<file path="src/rtl/ctrl_fsm.sv">
// ctrl_fsm: multicycle ARM main FSM with ALU and PC-select decode
module ctrl_fsm (
  input  logic       clk,
  input  logic       reset,
  input  logic [1:0] Op,
  input  logic [5:0] Funct,
  input  logic [3:0] Rd,
  output logic       IRWrite,
  output logic       AdrSrc,
  output logic [1:0] ALUSrcA,
  output logic [1:0] ALUSrcB,
  output logic [1:0] ResultSrc,
  output logic [1:0] ImmSrc,
  output logic [1:0] RegSrc,
  output logic [1:0] ALUControl,
  output logic [1:0] FlagW,
  output logic       PCS,
  output logic       NextPC,
  output logic       RegW,
  output logic       MemW
);
  typedef enum logic [3:0] {
    FETCH, DECODE, MEMADR, MEMRD, MEMWB, MEMWR,
    EXECUTER, EXECUTEI, ALUWB, BRANCH, UNKNOWN
  } state_t;
  state_t state, next;
  logic alu_op, branch;
  logic [3:0] cmd;
  logic is_add, is_sub, supported;
  always_ff @(posedge clk)
    state <= reset ? FETCH : next;
  always_comb begin
    next      = FETCH;
    IRWrite   = 1'b0;
    AdrSrc    = 1'b0;
    ALUSrcA   = 2'b00;
    ALUSrcB   = 2'b00;
    ResultSrc = 2'b00;
    NextPC    = 1'b0;
    RegW      = 1'b0;
    MemW      = 1'b0;
    alu_op    = 1'b0;
    branch    = 1'b0;
    case (state)
      FETCH: begin
        next      = DECODE;
        IRWrite   = 1'b1;
        ALUSrcA   = 2'b01;
        ALUSrcB   = 2'b10;
        ResultSrc = 2'b10;
        NextPC    = 1'b1;
      end
      DECODE: begin
        next      = Op == 2'b00 ? (Funct[5] ? EXECUTEI : EXECUTER) :
                    Op == 2'b01 ? MEMADR : Op == 2'b10 ? BRANCH : UNKNOWN;
        ALUSrcA   = 2'b01;
        ALUSrcB   = 2'b10;
        ResultSrc = 2'b10;
      end
      MEMADR: begin
        next    = Funct[0] ? MEMRD : MEMWR;
        ALUSrcB = 2'b01;
      end
      MEMRD: begin
        next   = MEMWB;
        AdrSrc = 1'b1;
      end
      MEMWB: begin
        ResultSrc = 2'b01;
        RegW      = 1'b1;
      end
      MEMWR: begin
        AdrSrc = 1'b1;
        MemW   = 1'b1;
      end
      EXECUTER: begin
        next   = ALUWB;
        alu_op = 1'b1;
      end
      EXECUTEI: begin
        next    = ALUWB;
        ALUSrcB = 2'b01;
        alu_op  = 1'b1;
      end
      ALUWB: RegW = 1'b1;
      BRANCH: begin
        ALUSrcB   = 2'b01;
        ResultSrc = 2'b10;
        branch    = 1'b1;
      end
      default: next = FETCH;
    endcase
  end
  assign cmd        = Funct[4:1];
  assign is_add     = cmd == 4'b0100;
  assign is_sub     = cmd == 4'b0010;
  assign supported  = is_add | is_sub | cmd == 4'b0000 | cmd == 4'b1100;
  assign ALUControl = !alu_op ? 2'b00 : is_sub ? 2'b01 :
                      cmd == 4'b0000 ? 2'b10 : cmd == 4'b1100 ? 2'b11 : 2'b00;
  assign FlagW      = (alu_op & supported) ? {Funct[0], Funct[0] & (is_add | is_sub)} : 2'b00;
  assign PCS        = ((Rd == 4'hF) & RegW) | branch;
  // The undefined-instruction state forces every output low, including ImmSrc
  assign ImmSrc     = state == UNKNOWN ? 2'b00 : Op;
  assign RegSrc     = {Op == 2'b01, Op == 2'b10};
endmodule

</file>
<file path="config.mk">
export PLATFORM = sky130hd
export DESIGN_NAME = ctrl_fsm
export DESIGN_NICKNAME = d
export VERILOG_FILES = /design/src/rtl/ctrl_fsm.sv
export SDC_FILE = /design/constraint.sdc
export NUM_CORES = 1
export LEC_CHECK = 0
export BUFFER_PORTS_ARGS = -buffer_cell sky130_fd_sc_hd__buf_2
export CAP_MARGIN = 20
export CORE_AREA = 2 2 39 41
export CTS_CLUSTER_DIAMETER = 60
export DETAILED_ROUTE_END_ITERATION = 8
export DIE_AREA = 0 0 41 43
export PLACE_DENSITY_LB_ADDON = 0.15
export SYNTH_ARGS = -nofsm -noshare
export SYNTH_HDL_FRONTEND = slang
export SYNTH_SLANG_ARGS = --single-unit
</file>
<file path="constraint.sdc">
create_clock -name clk -period 1.85 [get_ports clk]
set_input_delay 0.37 -clock clk [delete_from_list [all_inputs] [get_ports clk]]
set_output_delay 0.37 -clock clk [all_outputs]
set_load 0.02 [all_outputs]
</file>
# Word-level counts from Yosys, hierarchy flattened
# Cells that the tools add are included.
[classes] muxes=21 n_bitwise=7 reduce_logical=9 eq_ne=16
[ops] cell="4-bit by 3-bit equality test with 1-bit output (second input constant)" n=5
[ops] cell="4-bit equality test (second input constant)" n=5
[ops] cell="4-bit case mux with 5 select lines" n=1
[ops] cell="2-bit two-way mux" n=7
[ops] cell="4-bit by 2-bit equality test with 1-bit output (second input constant)" n=3
[ops] cell="4-bit logical NOT" n=2
[ops] cell="1-bit two-way mux" n=8
[ops] cell="4-bit two-way mux" n=2
[ops] cell="2-bit case mux with 2 select lines" n=2
[ops] cell="2-bit OR reduction" n=4
[ops] cell="3-bit OR reduction" n=2
[ops] cell="4-bit by 1-bit equality test with 1-bit output (second input constant)" n=1
[ops] cell="1-bit OR" n=4
[ops] cell="1-bit AND" n=3
[ops] cell="3-bit two-way mux" n=1
[ops] cell="2-bit by 1-bit equality test with 1-bit output (second input constant)" n=1
[ops] cell="2-bit equality test (second input constant)" n=1
[ops] cell="2-bit logical NOT" n=1
[word_totals] regBits=4 out_inout_bits=20

# Logic depth before layout (Yosys ltp)
# Gate-level depths: netlist of the first run.
[depth] word_depth=6 ltp_mapped=4

# Worst setup path after synthesis of the first run
# OpenSTA, ideal clock, no wires.
[synth_timing] path_type="flip-flop to output port" startpoint="register state[1]" endpoint="output NextPC" path_stages_with_launch=4 required_ns=1.480 arrival_time_ns=1.572 slack_ns=-0.092 path_cell_list="dfxtp_1 buf_2 nor4_1 buf_4"
[synth_via] elab_chain_cells=2
[synth_rtl] item="start: declaration" line_no="26" source="state_t state, next;"
[synth_rtl] item="start signal: assignment" line_no="31" source="state <= reset ? FETCH : next;"
[synth_rtl] item="4-bit logical NOT"
[synth_rtl] item="1-bit two-way mux"
[synth_rtl] item="end: declaration" line_no="18" source="output logic NextPC,"
# Every way passes these cells.

# Worst setup path after layout of the first run
[layout_timing] startpoint="register state[1]" endpoint="output ALUControl[1]"
[layout_via] elab_chain_cells=4 word_cells_on_any_way=5 classes_between="2 x eq/ne; 2 x mux; 1 x reduce/logical"
[layout_rtl] item="4-bit by 3-bit equality test with 1-bit output" line_no="44" source="case (state)"
[layout_rtl] item="2-bit OR reduction (no source line) *"
[layout_rtl] item="1-bit two-way mux *" line_no="44"
[layout_rtl] item="2-bit two-way mux *" line_no="98" source="assign ALUControl = !alu_op ? 2'b00 : is_sub ? 2'b01 :"
[layout_rtl] item="end: declaration" line_no="15" source="output logic [1:0] ALUControl,"
# Mark *: on every way between the ends. The rest lies on a longest branch, timed or not.

==> results of run 1 <==
-- power by group --
part           total [mW]  switching, mW  internal [mW]
clock               0.105         0.0331         0.0724
sequential          0.108         0.0117         0.0960
combinational       0.204          0.121         0.0833
total               0.417          0.166          0.252
-- layout make-up --
| class | count | share of cell area |
|---|---|---|
| Multi-Input combinational cell | 50 | 0.509 |
| Timing Repair Buffer | 37 | 0.305 |
| Sequential cell | 4 | 0.120 |
| Clock buffer | 3 | 0.0321 |
| Tap cell | 16 | 0.0286 |
| Inverter | 1 | 0.00536 |
-- metrics by stage --
stage          hold slack (ns)  utilization  instance area, µm²  std cells
6_report                 0.303        0.506                 701        111
5_1_grt                  0.298        0.506                 701        111
4_1_cts                  0.307        0.476                 659        110
3_5_place_dp             0.489        0.448                 619        106
3_3_place_gp             0.479        0.448                 619        106
2_1_floorplan            0.443            -                 464         62
-- critical path, delay by kind of cell, from the launching register on --
kind	cells	cell delay (ns)
and+or+nand+nor	3	0.71
DFF	1	0.32
buffers and inverters	1	0.18
-- repair_timing --
action,4_1_cts,5_1_grt
endpoints found under the setup margin,4,6
gates resized for setup,4,9
pin swaps,1,2
buffers inserted,1,1
-- placed cells by master (no fill, tap or decap), types with 3 or more instances in the layout --
cell,netlist,final
nor2b_1,5,5
buf_2,2,27
dfxtp_2,0,3
nor2_1,5,5
nor3_2,1,3
a21oi_1,4,4
buf_4,3,9
a21boi_0,3,3
clkbuf_4,0,3
nor3_1,5,3
-- worst paths after layout --
path | start | endpoint | slack [ns] | cells after the start
worst min register to register | state[1]$_SDFF_PP0_ | state[3]$_SDFF_PP0_ | 0.49 | 2
worst max register to register | state[0]$_SDFF_PP0_ | state[1]$_SDFF_PP0_ | 0.57 | 3
worst max-delay path | state[1]$_SDFF_PP0_ | ALUControl[1] | 0.04 | 4
worst min-delay path | reset | state[3]$_SDFF_PP0_ | 0.30 | 2
-- cell families (layout without fill, tap and decap cells) --
group,count (synthesis),after routing
AO/OA/AOI/OAI,15,15
multiplexers,1,1
other,1,1
flip-flops,4,4
buffers and inverters,8,41
AND/OR/NAND/NOR,31,31
XOR/XNOR,2,2
-- metal layers --
metal | GRT usage | vias to the layer above | part of all wire
li1 | - | 285 | -
met1 | 0.141 | 245 | 0.43
met2 | 0.225 | 24 | 0.48
met3 | 0.0628 | 0 | 0.091
met4 | 0 | 0 | 0
met5 | 0 | - | 0
==> impl_metrics.yaml, run 1 <==
floorplan:
  ios: 34
  die_y_um: 43
  die_w_um: 41
  core-area_mm2: 0.00138
  start_util: 0.326
  row_count: 14
  die_area_mm2: 0.00176
clocking:
  cts_max_level: 1
  cts.hold.buffers_added: 0
  tritoncts: "built"
  clkSinkCount: 4
  cts_root_buf: "clkbuf_4"
  cts.clk_slew.worst_paths_ns: 0.04
  clock_latency_ns: 0.23
  cts_buffers: 3
  clock_path_buffers: 2
placed_design:
  portBuffers: 32
  place_ws_ns: 0.0955
  place_congestion: 0.727
  dpl.hpwl_um: 909
setup_path:
  path_class: "flip-flop to output pin"
  startpoint_type: "flip-flop"
  worstPathArrival_ns: 1.44
  required_ns: 1.48
  slowest_stage: "or3_4"
  crit_path_max_fanout: 3
  cp_slowest_stage_delay_ns: 0.38
  end_kind: "output pin"
  worstPathCellList: "nand2_2 -> or3_4 -> nor4_4 -> buf_4"
synth:
  synth.yosys.seq_area_share: 0.177
  async_reset_ff_frac: 0
  synth_seq_cells: 4
  synth_ff_type: "dfxtp_1"
  yosys.area.top_type_share: 0.177
  synth-simple-area-share: 0.407
  yosysWarnings: 0
  synth_top_area_cell: "dfxtp_1"
  synth_common_cells: "5 x nor2_1, 5 x nor2b_1, 5 x nor3_1"
  synthesis.nets: 76
  synth_top_family_by_area: "simple AND/OR/NAND/NOR gates"
  synth_mux_area_frac: 0.0222
  syn_inst: 62
  synth_compound_area_frac: 0.233
  synth_xor_area_frac: 0.0388
  synthTopCellsByArea: "dfxtp_1 18%, nor2b_1 6.9%, nor3_1 5.5%"
  netlist_area_um2: 452
  avgSynthCellArea_um2: 7.29
  ys_types: 31
  synth-edff-count: 0
  synth_fa_ha_area_frac: 0
power:
  finalPower_uw: 417
  vdd_drop_max_v: 0.000461
  p_leak_nw: 0.312
  power.density_mw_per_mm2: 596
global_route:
  grt_pass1_vias: 461
  overflow: 0
  grt_pass1_wl_um: 1640
  grt_usage: 0.128
  antenna_found_initial: 0
  grt_max_degree: 15
drt:
  totalWireLength_um: 1130
  postRouteAntennaNets: 0
  first_pass_iters: 4
  drc: 0
  post_drt_wl_per_cell_um: 10.2
  drt_iter0_drc: 5
  vias: 554
  routed_via_density: 4.99
job:
  cap_violations: 0
timing:
  timing.fmax_mhz: 552
  setup-violations-final: 0
  rsz0062_at_grt: "true"
  hold_viol: 0
  period_share: 0.979
  finalClockSkew_ns: 0.00489
  layout_min_cycle_time_ns: 1.81
  setup_ws_ns: 0.0385
  fin_tns_setup_ns: 0
  drv_slew: 0
layout:
  syn2layout_area_growth_pct: 55.1
  antennaDiodeCount: 0
  post_route_cells_drive_above_1_share: 0.547
  num-fill-cells: 144
  reg_top3: "state x4"
  multiInputGateArea_um2: 357
  regMostFlops: "state"
  seq_area_um2: 83.8
  finalNetCount: 111
  largest_reg_flops: 4
hold_path:
  hold_class: "primary input to flip-flop"
outcome:
  status: "finished clean"
Power figures use the tool's default switching activity.
==> inputs of run 2 (changes only) <==
--- a/config.mk
+++ b/config.mk
@@ -5,6 +5,7 @@
 export SDC_FILE = /design/constraint.sdc
 export NUM_CORES = 1
 export LEC_CHECK = 0
+export ABC_AREA = 1
 export BUFFER_PORTS_ARGS = -buffer_cell sky130_fd_sc_hd__buf_2
 export CAP_MARGIN = 20
 export CORE_AREA = 2 2 39 41
==> impl_metrics.yaml, run 2 <==
synth:
  synth_common_cells: "18 x nor2_1, 17 x nand2_1, 9 x inv_1"
  synth_fa_ha_area_frac: 0
  synth_ff_type: "dfxtp_1"
  synth_compound_area_frac: 0.148
  avgSynthCellArea_um2: 5.56
  synth_xor_area_frac: 0
  yosysWarnings: 0
  synth_top_area_cell: "dfxtp_1"
  synth-edff-count: 0
  synthesis.nets: 93
  async_reset_ff_frac: 0
  synth_top_family_by_area: "simple AND/OR/NAND/NOR gates"
  synthTopCellsByArea: "dfxtp_1 18%, nor2_1 15%, nand2_1 15%"
  synth_seq_cells: 4
  synth.yosys.seq_area_share: 0.182
  ys_types: 20
  yosys.area.top_type_share: 0.182
  synth_mux_area_frac: 0
  syn_inst: 79
  synth-simple-area-share: 0.481
  yosysMostFrequentCell: "nor2_1"
  netlist_area_um2: 439
setup_path:
  required_ns: 1.48
  crit_path_max_fanout: 10
  end_kind: "output pin"
  slowest_stage: "dfxtp_1"
  cp_slowest_stage_delay_ns: 0.52
  path_delay_family: "flip-flops"
  worstPathArrival_ns: 1.30
  path_class: "flip-flop to output pin"
  crit_buf_inv: 1
  reg2reg_slack_ns: 0.80
  startpoint_type: "flip-flop"
  worstPathCellList: "nand2_1 -> nor2_1 -> nand3b_1 -> buf_2"
floorplan:
  die_y_um: 43
  start_util: 0.317
  ios: 34
  die_area_mm2: 0.00176
  core-area_mm2: 0.00138
  row_count: 14
  die_w_um: 41
clocking:
  cts_max_level: 1
  ctsResizeCount: 0
  clock_latency_ns: 0.23
  cts_root_buf: "clkbuf_4"
  clock_path_buffers: 2
  cts.hold.buffers_added: 0
  postCtsSetupBuffers: 0
  clkSinkCount: 4
  tritoncts: "built"
  cts_buffers: 3
  cts.clk_slew.worst_paths_ns: 0.04
drt:
  drc: 0
  routed_via_density: 4.40
  post_drt_wl_per_cell_um: 8.51
  drt_iter0_drc: 4
  totalWireLength_um: 1070
  vias: 555
  first_pass_iters: 3
  postRouteAntennaNets: 0
layout:
  final_cell_mix: "32 x buf_2, 18 x nor2_1, 17 x nand2_1"
  largest_reg_flops: 4
  antennaDiodeCount: 0
  post_route_cells_drive_above_1_share: 0.400
  reg_top3: "state x4"
  final_common_cell: "buf_2"
  regMostFlops: "state"
  syn2layout_area_growth_pct: 38.5
  finalNetCount: 126
hold_path:
  hold_class: "primary input to flip-flop"
global_route:
  grt_pass1_wl_um: 1640
  antenna_found_initial: 0
  grt_max_degree: 11
  grt_usage: 0.134
  overflow: 0
  grt_pass1_vias: 438
power:
  comb_power_share: 0.453
  vdd_drop_max_v: 0.000515
  p_sw_frac: 0.415
  clockPowerShare: 0.269
  power.density_mw_per_mm2: 646
  p_leak_nw: 0.356
  p_sw_uw: 163
  intPower_uw: 230
  finalPower_uw: 393
  p_seq_frac: 0.278
timing:
  hold_viol: 0
  period_share: 0.905
  layout_min_cycle_time_ns: 1.67
  fin_tns_setup_ns: 0
  finalClockSkew_ns: 0.00504
  timing.fmax_mhz: 597
  rsz0062_at_grt: "false"
  setup-violations-final: 0
  drv_slew: 0
placed_design:
  place_congestion: 0.714
  dpl.hpwl_um: 924
  portBuffers: 32
outcome:
  status: "finished clean"
job:
  cap_violations: 0
[run 2: cell count changes in the layout (fill, tap and decap cells not counted), moves of 3 or more]
cell and change:
nor2_1 +13, nor3_2 -3, nor3_1 -3, nor2b_1 -5, nand2_1 +15, dfxtp_1 +3
nand3_1 +4, dfxtp_2 -3, buf_2 +5, a21boi_0 -3, a21oi_1 +3, buf_4 -9
inv_1 +8, inv_2 +3
[run 2: layout make-up]
| class | count | area [µm²] |
|---|---|---|
| Fill cell | 167 | 776 |
| Multi-Input combinational cell | 59 | 280 |
| Clock buffer | 3 | 22.5 |
| Tap cell | 16 | 20.0 |
| Timing Repair Buffer | 32 | 160 |
| Sequential cell | 4 | 80.1 |
| Inverter | 12 | 45.0 |
[run 2: cells by family after synthesis]
family                 count (synthesis)
AOI/OAI and AO/OA                     11
buffers and inverters                 16
DFF                                    4
other                                  1
and+or+nand+nor                       47
[run 2: through the flow]
step | instances | utilization | cell area (µm²) | worst slack, ns | hold slack [ns]
after floorplan | 79 | - | 439 | 0.347 | 0.439
after global placement | 123 | 0.423 | 586 | 0.380 | 0.579
after detailed placement | 123 | 0.423 | 586 | 0.359 | 0.586
after CTS | 126 | 0.439 | 608 | 0.155 | 0.341
after global routing | 126 | 0.439 | 608 | 0.100 | 0.342
final | 126 | 0.439 | 608 | 0.176 | 0.339
[run 2: worst paths after layout]
path                                     startpoint                  end  depth (start not counted)
worst max-delay path            state[1]$_SDFF_PP0_           ALUSrcB[0]                          4
worst max register to register  state[1]$_SDFF_PP0_  state[1]$_SDFF_PP0_                          4
worst min register to register  state[2]$_SDFF_PP0_  state[0]$_SDFF_PP0_                          3
worst min-delay path                          reset  state[3]$_SDFF_PP0_                          2
[run 2: metal layers]
metal  GRT usage  part of all wire  vias up
met2       0.203              0.46       19
li1            -                 -      307
met5           0                 0        -
met3      0.0628             0.084        0
met4           0                 0        0
met1       0.180              0.45      229
[run 2: worst register-to-register path: stages, from the launching register on]
cell and delay, ns:
dfxtp_1 0.52, nand2_1 0.13, nor2_1 0.15, nand2_1 0.07, a21oi_1 0.11
[run 2: power by group through the flow]
stage | registers (mW) | logic (mW) | clock network, mW
2_1_floorplan | 0.103 | 0.142 | 0
3_3_place_gp | 0.111 | 0.179 | 0
3_5_place_dp | 0.111 | 0.181 | 0
4_1_cts | 0.109 | 0.181 | 0.108
5_1_grt | 0.111 | 0.200 | 0.117
6_report | 0.109 | 0.178 | 0.106
==> inputs of run 3 (changes only) <==
--- a/config.mk
+++ b/config.mk
@@ -8,10 +8,12 @@
 export ABC_AREA = 1
 export BUFFER_PORTS_ARGS = -buffer_cell sky130_fd_sc_hd__buf_2
 export CAP_MARGIN = 20
-export CORE_AREA = 2 2 39 41
+export CELL_PAD_IN_SITES_DETAIL_PLACEMENT = 0
+export CELL_PAD_IN_SITES_GLOBAL_PLACEMENT = 1
+export CORE_MARGIN = 2
+export CORE_UTILIZATION = 22
 export CTS_CLUSTER_DIAMETER = 60
 export DETAILED_ROUTE_END_ITERATION = 8
-export DIE_AREA = 0 0 41 43
 export PLACE_DENSITY_LB_ADDON = 0.15
 export SYNTH_ARGS = -nofsm -noshare
 export SYNTH_HDL_FRONTEND = slang
==> impl_metrics.yaml, run 3 (synthesis gave the netlist of run 2 again) <==
outcome:
  status: "finished clean"
placed_design:
  place_congestion: 0.692
  place_ws_ns: 0.342
  portBuffers: 32
  dpl.hpwl_um: 993
  place_inst: 134
  placed_cell_area_um2: 599
drt:
  vias: 550
  drc: 0
  drt_iter0_drc: 2
  totalWireLength_um: 1170
  routed_via_density: 4.01
  first_pass_iters: 3
  post_drt_wl_per_cell_um: 8.55
  postRouteAntennaNets: 0
global_route:
  antenna_found_initial: 0
  grt_max_degree: 11
  overflow: 0
  grt_pass1_vias: 443
  grt_usage: 0.0972
  grt_pass1_wl_um: 1840
setup_path:
  path_delay_family: "flip-flops"
  end_kind: "output pin"
  worstPathArrival_ns: 1.31
  worstPathCellList: "nand2_1 -> nor2_1 -> nand3b_1 -> buf_2"
  startpoint: "state[1]$_SDFF_PP0_"
  crit_buf_inv: 1
  path_depth: 4
  r2r_cells: 4
  crit_path_max_fanout: 10
  required_ns: 1.48
  cp_slowest_stage_delay_ns: 0.52
  slowest_stage: "dfxtp_1"
  path_class: "flip-flop to output pin"
  r2r_start: "state[1]$_SDFF_PP0_"
  startpoint_type: "flip-flop"
layout:
  regMostFlops: "state"
  post_route_cells_drive_above_1_share: 0.400
  finalNetCount: 126
  final_cell_area_um2: 622
  reg_top3: "state x4"
  syn2layout_area_growth_pct: 41.6
  final_util: 0.324
  stdcell_count: 137
  antennaDiodeCount: 0
  final_cell_mix: "32 x buf_2, 18 x nor2_1, 17 x nand2_1"
  final_common_cell: "buf_2"
  largest_reg_flops: 4
power:
  finalPower_uw: 396
  power.density_mw_per_mm2: 637
  intPower_uw: 230
  p_leak_nw: 0.356
  p_sw_frac: 0.420
  p_sw_uw: 166
  vdd_drop_max_v: 0.000422
  comb_power_share: 0.452
  clockPowerShare: 0.271
  p_seq_frac: 0.277
clocking:
  cts.hold.buffers_added: 0
  clock_path_buffers: 2
  cts_max_level: 1
  ctsResizeCount: 0
  postCtsSetupBuffers: 0
  clock_latency_ns: 0.23
  tritoncts: "built"
  cts_root_buf: "clkbuf_4"
  clkSinkCount: 4
  cts.clk_slew.worst_paths_ns: 0.04
  cts_buffers: 3
timing:
  timing.fmax_mhz: 597
  hold_ws_ns: 0.343
  fin_tns_setup_ns: 0
  period_share: 0.906
  setup-violations-final: 0
  hold_viol: 0
  finalClockSkew_ns: 0.00303
  layout_min_cycle_time_ns: 1.68
  drv_slew: 0
  setup_ws_ns: 0.174
  rsz0062_at_grt: "false"
job:
  cap_violations: 0
floorplan:
  ios: 34
  start_util: 0.229
  die_area_mm2: 0.00237
  die_y_um: 48.7
  row_count: 16
  die_w_um: 48.7
  core-area_mm2: 0.00192
hold_path:
  min_from: "reset"
  hold_class: "primary input to flip-flop"
  hold_path_depth: 2
## run 3: cell counts in the layout (fill, tap and decap cells not counted)
No cell type changed its count.
## run 3: worst reg2reg max path, stage by stage (launching register included)
cell and delay (ns):
dfxtp_1 0.52, nand2_1 0.12, nor2_1 0.16, nand2_1 0.08, a21oi_1 0.12
## run 3: final cells by class
type	instances	area [µm²]
well taps	27	33.8
repair buffers	32	160
clock buffers	3	22.5
multi-input cells	59	280
fillers	233	1300
inverters	12	45.0
flip-flops and latches	4	80.1
## run 3: power groups by stage
stage	sequential (mW)	combinational, mW	clock (mW)
floorplan	0.103	0.142	0
global placement	0.112	0.181	0
detailed placement	0.112	0.182	0
CTS	0.110	0.182	0.113
global route	0.112	0.199	0.120
finish	0.110	0.179	0.107
## run 3: worst paths after layout
check | endpoint | slack (ns)
hold reg to reg | state[0]$_SDFF_PP0_ | 0.65
setup reg to reg | state[1]$_SDFF_PP0_ | 0.80
setup / recovery | ALUSrcB[0] | 0.17
hold / removal | state[3]$_SDFF_PP0_ | 0.34
## run 3: layer usage
layer | vias to the layer above | share of wire | track usage
li1 | 304 | - | -
met1 | 229 | 0.47 | 0.134
met2 | 17 | 0.47 | 0.142
met3 | 0 | 0.066 | 0.0432
met4 | 0 | 0 | 0.0143
met5 | - | 0 | 0
